==> src/rtl/spi_reg_ctrlr.sv <==
// SPI command/register controller: decodes {cmd, data...} frames into a byte-addressed
// map of chip ID, synchronised switches and LEDs. Define AUTOINC_EN for burst auto-increment.
module spi_reg_ctrlr #(
  parameter int unsigned SW_W    = 16,
  parameter int unsigned LED_W   = 16,
  parameter logic [7:0]  CHIP_ID = 8'h07
) (
  input  logic             clk,
  input  logic             rst,
  input  logic [SW_W-1:0]  switches,
  output logic [LED_W-1:0] leds,
  input  logic             cs,
  input  logic             dvalid,
  input  logic [7:0]       din,
  output logic [7:0]       dout
);

  localparam int unsigned SW_BYTES  = (SW_W + 7) / 8;
  localparam int unsigned LED_BYTES = (LED_W + 7) / 8;
  localparam int unsigned SW_PW     = SW_BYTES * 8;
  localparam int unsigned LED_PW    = LED_BYTES * 8;
  localparam int unsigned LED_BASE  = SW_BYTES + 1;

  typedef enum logic {ST_CMD, ST_DATA} state_t;

  state_t             state, state_nxt;
  logic [6:0]         addr, addr_nxt;
  logic               rw, rw_nxt;
  logic               hold, hold_nxt;
  logic               dvalid_q;
  logic [SW_W-1:0]    sw_meta, sw_sync;
  logic [LED_W-1:0]   leds_nxt;
  logic [7:0]         dout_nxt;
  logic [SW_PW-1:0]   sw_pad;
  logic [LED_PW-1:0]  led_pad;
  logic               byte_ev_c;

  // Byte-wide read mux over the register map; unmapped addresses read zero.
  function automatic logic [7:0] reg_rd(input logic [6:0]        a,
                                        input logic [SW_PW-1:0]  sw_p,
                                        input logic [LED_PW-1:0] led_p);
    logic [7:0] r;
    r = 8'h00;
    if (a == 7'd0) r = CHIP_ID;
    for (int i = 0; i < int'(SW_BYTES); i++)
      if (a == 7'(i + 1)) r = sw_p[i*8 +: 8];
    for (int i = 0; i < int'(LED_BYTES); i++)
      if (a == 7'(int'(LED_BASE) + i)) r = led_p[i*8 +: 8];
    return r;
  endfunction

  always_comb begin
    sw_pad           = '0;
    sw_pad[SW_W-1:0] = sw_sync;
  end

  // hold blocks bytes of a frame interrupted by reset until cs drops
  assign byte_ev_c = !dvalid_q && dvalid && cs && !hold;

  always_comb begin
    state_nxt          = state;
    addr_nxt           = addr;
    rw_nxt             = rw;
    hold_nxt           = hold;
    dout_nxt           = dout;
    led_pad            = '0;
    led_pad[LED_W-1:0] = leds;
    if (!cs) begin
      state_nxt = ST_CMD;
      addr_nxt  = 7'd0;
      rw_nxt    = 1'b0;
      hold_nxt  = 1'b0;
      dout_nxt  = CHIP_ID;
    end else if (byte_ev_c) begin
      case (state)
        ST_CMD: begin
          rw_nxt    = din[7];
          addr_nxt  = din[6:0];
          state_nxt = ST_DATA;
          dout_nxt  = din[7] ? reg_rd(din[6:0], sw_pad, led_pad) : 8'h00;
        end
        ST_DATA: begin
          if (!rw)
            for (int i = 0; i < int'(LED_BYTES); i++)
              if (addr == 7'(int'(LED_BASE) + i)) led_pad[i*8 +: 8] = din;
`ifdef AUTOINC_EN
          addr_nxt = addr + 7'd1;
`else
          addr_nxt = addr;
`endif
          dout_nxt = rw ? reg_rd(addr_nxt, sw_pad, led_pad) : 8'h00;
        end
        default: state_nxt = ST_CMD;
      endcase
    end
    leds_nxt = led_pad[LED_W-1:0];
  end

  always_ff @(posedge clk) begin
    if (rst) begin
      state    <= ST_CMD;
      addr     <= 7'd0;
      rw       <= 1'b0;
      hold     <= 1'b1;
      dvalid_q <= 1'b0;
      sw_meta  <= '0;
      sw_sync  <= '0;
      leds     <= '0;
      dout     <= CHIP_ID;
    end else begin
      state    <= state_nxt;
      addr     <= addr_nxt;
      rw       <= rw_nxt;
      hold     <= hold_nxt;
      dvalid_q <= dvalid;
      sw_meta  <= switches;
      sw_sync  <= sw_meta;
      leds     <= leds_nxt;
      dout     <= dout_nxt;
    end
  end

endmodule
==> config.mk <==
export PLATFORM = sky130hd
export DESIGN_NAME = spi_reg_ctrlr
export DESIGN_NICKNAME = d
export VERILOG_FILES = /design/src/rtl/spi_reg_ctrlr.sv
export SDC_FILE = /design/constraint.sdc
export NUM_CORES = 1
export LEC_CHECK = 0
export BUFFER_PORTS_ARGS = -buffer_cell sky130_fd_sc_hd__buf_2
export CAP_MARGIN = 25
export CORE_AREA = 4 4 82 92
export CTS_BUF_LIST = sky130_fd_sc_hd__clkbuf_4
export CTS_CLUSTER_SIZE = 40
export DETAILED_ROUTE_END_ITERATION = 10
export DIE_AREA = 0 0 86 96
export SLEW_MARGIN = 20
export SYNTH_ARGS = -nofsm -noshare
export SYNTH_HDL_FRONTEND = slang
export SYNTH_SLANG_ARGS = --single-unit
==> constraint.sdc <==
create_clock -name clk -period 2.49 [get_ports clk]
set_clock_uncertainty 0.2 [all_clocks]
set_input_delay 0.498 -clock clk [delete_from_list [all_inputs] [get_ports clk]]
set_output_delay 0.498 -clock clk [all_outputs]
set_load 0.05 [all_outputs]
After elaboration in Yosys (flattened, before gate mapping)
Index checks and enable logic that the tools add are counted.

Output and inout bits: 24. Register bits after elaboration: 67.

Reductions and logical operators: 10. Bitwise operators: 2. Equal/unequal tests: 8. Multiplexer cells: 17.

Operator list (count): 2-to-1 mux 8 bit (12); equality test 7 x 2 -> 1 bit, second input constant (4); 2-to-1 mux 16 bit (1); one-hot mux 8 bit (2 select lines) (1); equality test 7 x 1 -> 1 bit, second input constant (2); equality test 7 x 3 -> 1 bit, second input constant (2); zero test 7 bit (2); 2-to-1 mux 7 bit (1); 2-to-1 mux 3 bit (2); logical AND 1 bit (3); AND reduction 3 bit (1); zero test 1 bit (2); inverter 1 bit (2); AND reduction 2 bit (1); OR reduction 2 bit (1).

Longest topological paths before layout
Gate-level depths: netlist (run 1).

Word-level depth: 8. Gate-level depth with buffers: 6.

Least setup slack after synthesis (run 1)
OpenSTA, ideal clock, no wires.

Kind: register to register. Start: register addr[3]. End: register leds[3]. Data required time: 2162 ps. Library setup time: 128 ps. Data arrival time: 1715 ps. Stages on the path, launching flop included: 5. Setup slack: 448 ps. Path through: dfxtp_1 or4_4 nor4_4 mux2i_1 nor2_1.

Longest elaborated chain between the ends: 3.

Ends and longest elaborated chain: start: declaration (RTL line 27) `logic [6:0] addr, addr_nxt;`; start signal: assignment (RTL line 112) `addr <= addr_nxt;`; equality test 7 x 2 -> 1 bit (RTL line 85) `if (addr == 7'(int'(LED_BASE) + i)) led_pad[i*8 +: 8] = din;`; 2-to-1 mux 8 bit (RTL line 85); 2-to-1 mux 16 bit (RTL line 83) `if (!rw)`; end signal: assignment (RTL line 118) `leds <= leds_nxt;`; end: declaration (RTL line 11) `output logic [LED_W-1:0] leds,`.

Every way passes these cells. A chain may end at the register's enable or synchronous reset.

Worst setup path after layout (run 1)
Ends and elaborated chain as after synthesis.

==> results of run 1 <==
## cell families (layout without fill, tap and decap cells)
family,count (synthesis),after routing,synth area share (%)
DFF,67,67,46.4
AOI/OAI and AO/OA,71,71,16.2
and+or+nand+nor,112,112,23.9
buffers and inverters,26,87,3.37
muxes,29,29,10.2
## final timing paths
path                            cells past startpoint  slack [ps]   startpoint          to
worst max-delay path                                5         460      addr[3]     leds[3]
worst min-delay path                                2         100  switches[4]  sw_meta[4]
worst max register to register                      5         460      addr[3]     leds[3]
worst min register to register                      1         240   sw_meta[6]   sw_pad[6]
## registers in the layout, indices dropped and copies added (netlist names)
signal	flops
leds	16
sw_meta	16
sw_pad	16
dout	8
addr	7
dvalid_q	1
hold	1
rw	1
state	1
## routing by layer
layer	part of all wire, %	up-vias	GRT usage, %
met5	0	-	0
met4	1.3	0	6.99
met3	6.5	9	3.85
met2	46	66	27.8
met1	46	1102	24.8
li1	-	1214	-
## worst max-delay path: cells and delay by family (launching register included)
family	cells	cell delay (ps)
mux	1	200
simple gates	3	950
flops	1	340
buf+inv	1	210
## cell type report
cell class,instances,area [sq um]
Clock buffer,9,67.6
Timing Repair Buffer,66,368
Sequential cell,67,1340
Clock inverter,6,57.6
Fill cell,619,3140
Multi-Input combinational cell,212,1450
Inverter,6,22.5
Tap cell,82,103
## cell usage after synthesis (all sizes together)
cell / number / area, sq um
o2bb2ai: 5 / 43.8
or3b: 1 / 8.76
o221ai: 10 / 87.6
nor2: 20 / 75.1
or3: 1 / 6.26
nand4bb: 1 / 11.3
o211ai: 6 / 45.0
or4b: 1 / 10.0
a21o: 1 / 7.51
nor4bb: 1 / 10.0
or4: 1 / 11.3
clkbuf: 18 / 67.6
a22oi: 2 / 15.0
nand2b: 10 / 62.6
o2111ai: 3 / 26.3
or4bb: 5 / 56.3
o21ai: 8 / 40.0
nor3: 2 / 10.0
nand4: 1 / 12.5
inv: 6 / 22.5
mux2: 3 / 33.8
nand2: 14 / 52.6
nand3b: 6 / 45.0
buf: 2 / 7.51
o22ai: 3 / 18.8
a2bb2oi: 3 / 26.3
a21oi: 24 / 120
a31oi: 6 / 37.5
dfxtp: 67 / 1340
nor2b: 40 / 250
mux2i: 26 / 260
nor3b: 2 / 15.0
nand3: 3 / 15.0
nor4: 3 / 40.0
## power breakdown
part	switching [mW]	internal, mW	total [mW]
clock	0.364	0.292	0.656
sequential	0.0124	1.10	1.11
combinational	0.0779	0.0601	0.138
## stage by stage
stage | util (%) | std cells | hold slack (ps) | cell area (sq um)
finish | 52.1 | 448 | 105 | 3410
global route | 52.1 | 448 | 84.8 | 3410
CTS | 52.1 | 448 | 76.2 | 3410
detailed placement | 50.2 | 433 | 220 | 3290
global placement | 50.2 | 433 | 220 | 3290
floorplan | - | 305 | 214 | 2890
==> out/results.txt, run 1 <==
Antenna violations before repair - 0
Status - finished clean
Routed Antenna Nets - 0
Syn Inst Count - 305
Worst Setup End Kind - register
Setup TNS - 0 ps
Layout cells sized above 1 - 24.0%
Max-slew violations - 0
Vias per cell - 5.34
Worst Path Arrival - 2100 ps
Flop and latch count out of synthesis - 67
All-Layer GR Usage - 18.1%
Post-CTS Resized - 0
Nets - 390
Critical path class - register to register
Worst Path Max Fanout - 5
HP Class - input pin to register
Final min period - 2030 ps
Final HPWL DP - 5100 um
FMAX - 494 MHz
Die area - 8260 sq um
Detailed-route DRC error count - 0
# setup viols final - 0
Most common cell after layout, fill and taps aside - dfxtp_1
Die width - 86 um
Pleak - 1.35 nW
Initial core utilization - 44.1%
Initial drt markers - 176
Crit path required time - 2570 ps
Clk slew on worst S/H paths - 110 ps
Setup Fix Bufs, Post-CTS - 0
Max cap viols - 0
PnR worst setup slack - 464 ps
CTS Sinks - 67
Peak per-stage delay on the critical path - 580 ps
H-tree Lvls - 3
DR vias - 2391
Syn Nets - 333
Average size of a mapped cell - 9.48 sq um
Pwr/cell area - 559 nW/um^2
Synth cell types - 36
Gr ovfl total - 0
Endpoints failing hold - 0
First-pass GRT wire length - 11600 um
Largest net degree at the start of global routing - 51
Number of buffers created by CTS - 9
Worst slack, placed - 243 ps
Placement row count - 31
Synth Cell Area - 2890 sq um
Port Buffers - 51
Clock Latency Late Sink - 400 ps
Routability cong. - 0.803
Slew headroom - 59.7%
RSZ-0062 raised after global routing - no
Most frequent cells in the layout - 67 x dfxtp_1, 51 x buf_2, 40 x nor2b_1
Slew @ Worst Pin - 604 ps
Die height - 96 um
Cells along the critical path - or4_4 -> nor4_4 -> buf_4 -> mux2i_1 -> nor2_1
Layout area overhead - 18.0%
Vias in the first global route - 2228
Antenna cells - 0
Synthesis Warnings - 0
Design Power - 1.91 mW
Critical-path top delay cell - or4_4
Worst setup SP type - register
Clk root buf - clkbuf_4
CTS max path bufs - 2
Final worst-path cycle share - 81.4%
Wirelength per Cell - 15.6 um
Worst vdd rail ir drop - 0.000279 V
I/O pin cnt - 52
Routed WL - 7010 um
CTS tree - yes
Seq/Total Area, Yosys - 46.4%
Hold_buf cts - 0
DRT Pass-1 Iters - 4
Core footprint - 6560 sq um
Note: power is estimated with default switching activity, not from simulation.
==> run 2, diff against run 1 <==
clock period = 2 ns   (was 2.49 ns; I/O delays follow)
==> run 2 against run 1 <==
Compared with the run above: clock power grew 47%; clock-buffer cell count grew 1; register-to-register slack lost 390 ps; die area is the same; critical path type unchanged.
==> out/results.txt, run 2 (same netlist as run 1, synthesis figures left out) <==
Slew @ Worst Pin - 489 ps (-115 ps)
Vias in the first global route - 2458 (+10%)
Vias per cell - 5.30 (-0.75%)
Top delay family on crit path - simple AND/OR/NAND/NOR gates
PnR worst setup slack - 76.1 ps (-388 ps)
Largest net degree at the start of global routing - 51 (unchanged)
Hold Slack - 43.1 ps (-61.7 ps)
Die height - 96 um (unchanged)
Worst slack, placed - -107 ps (-349 ps)
Routed Antenna Nets - 0 (unchanged)
Worst Path Arrival - 2060 ps (-40 ps)
Combinational share of power - 8.1% (+0.9 points)
Number of buffers created by CTS - 9 (unchanged)
Most common cell after layout, fill and taps aside - dfxtp_1
Worst setup SP type - register
Placed cells - 444 (+2.5%)
Setup Fix Bufs, Post-CTS - 0 (unchanged)
Hold Startpoint - switches[14]
Antenna cells - 0 (unchanged)
Core footprint - 6560 sq um (unchanged)
Switching Share - 22.4% (-1.4 points)
Nets - 416 (+6.7%)
Pleak - 1.50 nW (+11%)
Crit path required time - 2130 ps (-440 ps)
H-tree Lvls - 3 (unchanged)
Design Power - 2.56 mW (+34%)
Die area - 8260 sq um (unchanged)
Status - finished clean
Critical path class - register to register
Detailed-route DRC error count - 0 (unchanged)
RSZ-0062 raised after global routing - no
Setup crit start - state
First-pass GRT wire length - 12200 um (+5.1%)
Clock Latency Late Sink - 400 ps (about the same)
Wirelength per Cell - 15.4 um (-1.8%)
Cells along the critical path - or4b_2 -> nor3_1 -> o2111ai_1 -> a31oi_1
Worst r2r src - state
Crit path buf inv count - 0 (-1)
Max-slew violations - 0 (unchanged)
Clk slew on worst S/H paths - 110 ps (about the same)
Gr ovfl total - 0 (unchanged)
Initial core utilization - 44.1% (unchanged)
Final worst-path cycle share - 96.2% (+15 points)
Final std cells w/o fill - 475 (+6.0%)
Final HPWL DP - 5200 um (+2.1%)
Most frequent cells in the layout - 66 x dfxtp_1, 51 x buf_2, 40 x nor2b_1
Antenna violations before repair - 0 (unchanged)
Slew headroom - 67.4% (+7.7 points)
Final min period - 1920 ps (-102 ps)
Endpoints failing hold - 0 (unchanged)
Initial drt markers - 156 (-11%)
Max cap viols - 0 (unchanged)
Peak per-stage delay on the critical path - 640 ps (+60 ps)
# setup viols final - 0 (unchanged)
Critical-path top delay cell - or4b_2
Routed WL - 7290 um (+4.1%)
Port Buffers - 51 (unchanged)
CTS max path bufs - 2 (unchanged)
Die width - 86 um (unchanged)
Internal - 1.98 mW (+37%)
DRT Pass-1 Iters - 5 (+1)
Worst Path Max Fanout - 3 (-2)
CTS Sinks - 67 (unchanged)
Layout cells sized above 1 - 26.0% (+1.9 points)
DR vias - 2516 (+5.2%)
Clk root buf - clkbuf_4
FMAX - 520 MHz (+5.3%)
CTS tree - yes
Worst Setup End Kind - register
I/O pin cnt - 52 (unchanged)
Routability cong. - 0.860 (+7.0%)
All-Layer GR Usage - 18.9% (+0.82 points)
Layout area overhead - 28.2%
Switching power total - 573 uW (+26%)
Placement row count - 31 (unchanged)
Worst vdd rail ir drop - 0.000362 V (+30%)
Pwr/cell area - 690 nW/um^2 (+23%)
Clock Power Share - 37.7% (+3.3 points)
Reg power frac - 54.1% (-4.2 points)
HP Class - input pin to register
[run 2: cell type report]
cell class | instances | area [sq um]
fill | 620 | 2850
multi-input combinational | 212 | 1460
sequential | 67 | 1340
timing repair buffer | 92 | 626
tap | 82 | 103
clock inverter | 6 | 80.1
clock buffer | 10 | 75.1
inverter | 6 | 22.5
[run 2: repair_timing]
| item | 4_1_cts | 5_1_grt |
|---|---|---|
| hold buffers | 15 | 0 |
| endpoints found under the hold margin | 15 | 0 |
| gates resized for setup | 0 | 2 |
| endpoints found under the setup margin | 0 | 4 |
[run 2: worst paths after layout]
path / to / slack, ps / depth (start not counted)
worst max-delay path: dout[5] / 80 / 4
worst min-delay path: sw_meta[14] / 40 / 2
worst max register to register: dout[5] / 80 / 4
worst min register to register: sw_pad[1] / 230 / 1
[run 2: metal layers]
metal	share of wire, %	wire length, um	track usage, %	vias to the layer above
met5	0	0	0	-
met4	2.2	164	7.52	0
met3	5.4	394	4.71	13
met2	45	3300	29.0	68
met1	47	3440	25.4	1175
li1	-	-	-	1260
[run 2: power groups by stage]
| stage | clock, mW | sequential, mW | combinational [mW] |
|---|---|---|---|
| floorplan | 0 | 1.42 | 0.101 |
| global placement | 0 | 1.41 | 0.183 |
| detailed placement | 0 | 1.42 | 0.185 |
| CTS | 0.997 | 1.38 | 0.207 |
| global route | 1.04 | 1.39 | 0.230 |
| finish | 0.965 | 1.38 | 0.208 |
[run 2: metrics by stage]
step / area, sq um / utilization, % / TNS [ps]
final: 3710 / 56.6 / 0
after global routing: 3710 / 56.6 / 0
after CTS: 3700 / 56.5 / 0
after detailed placement: 3400 / 51.8 / -745
after global placement: 3400 / 51.8 / -192
after floorplan: 2890 / - / 0
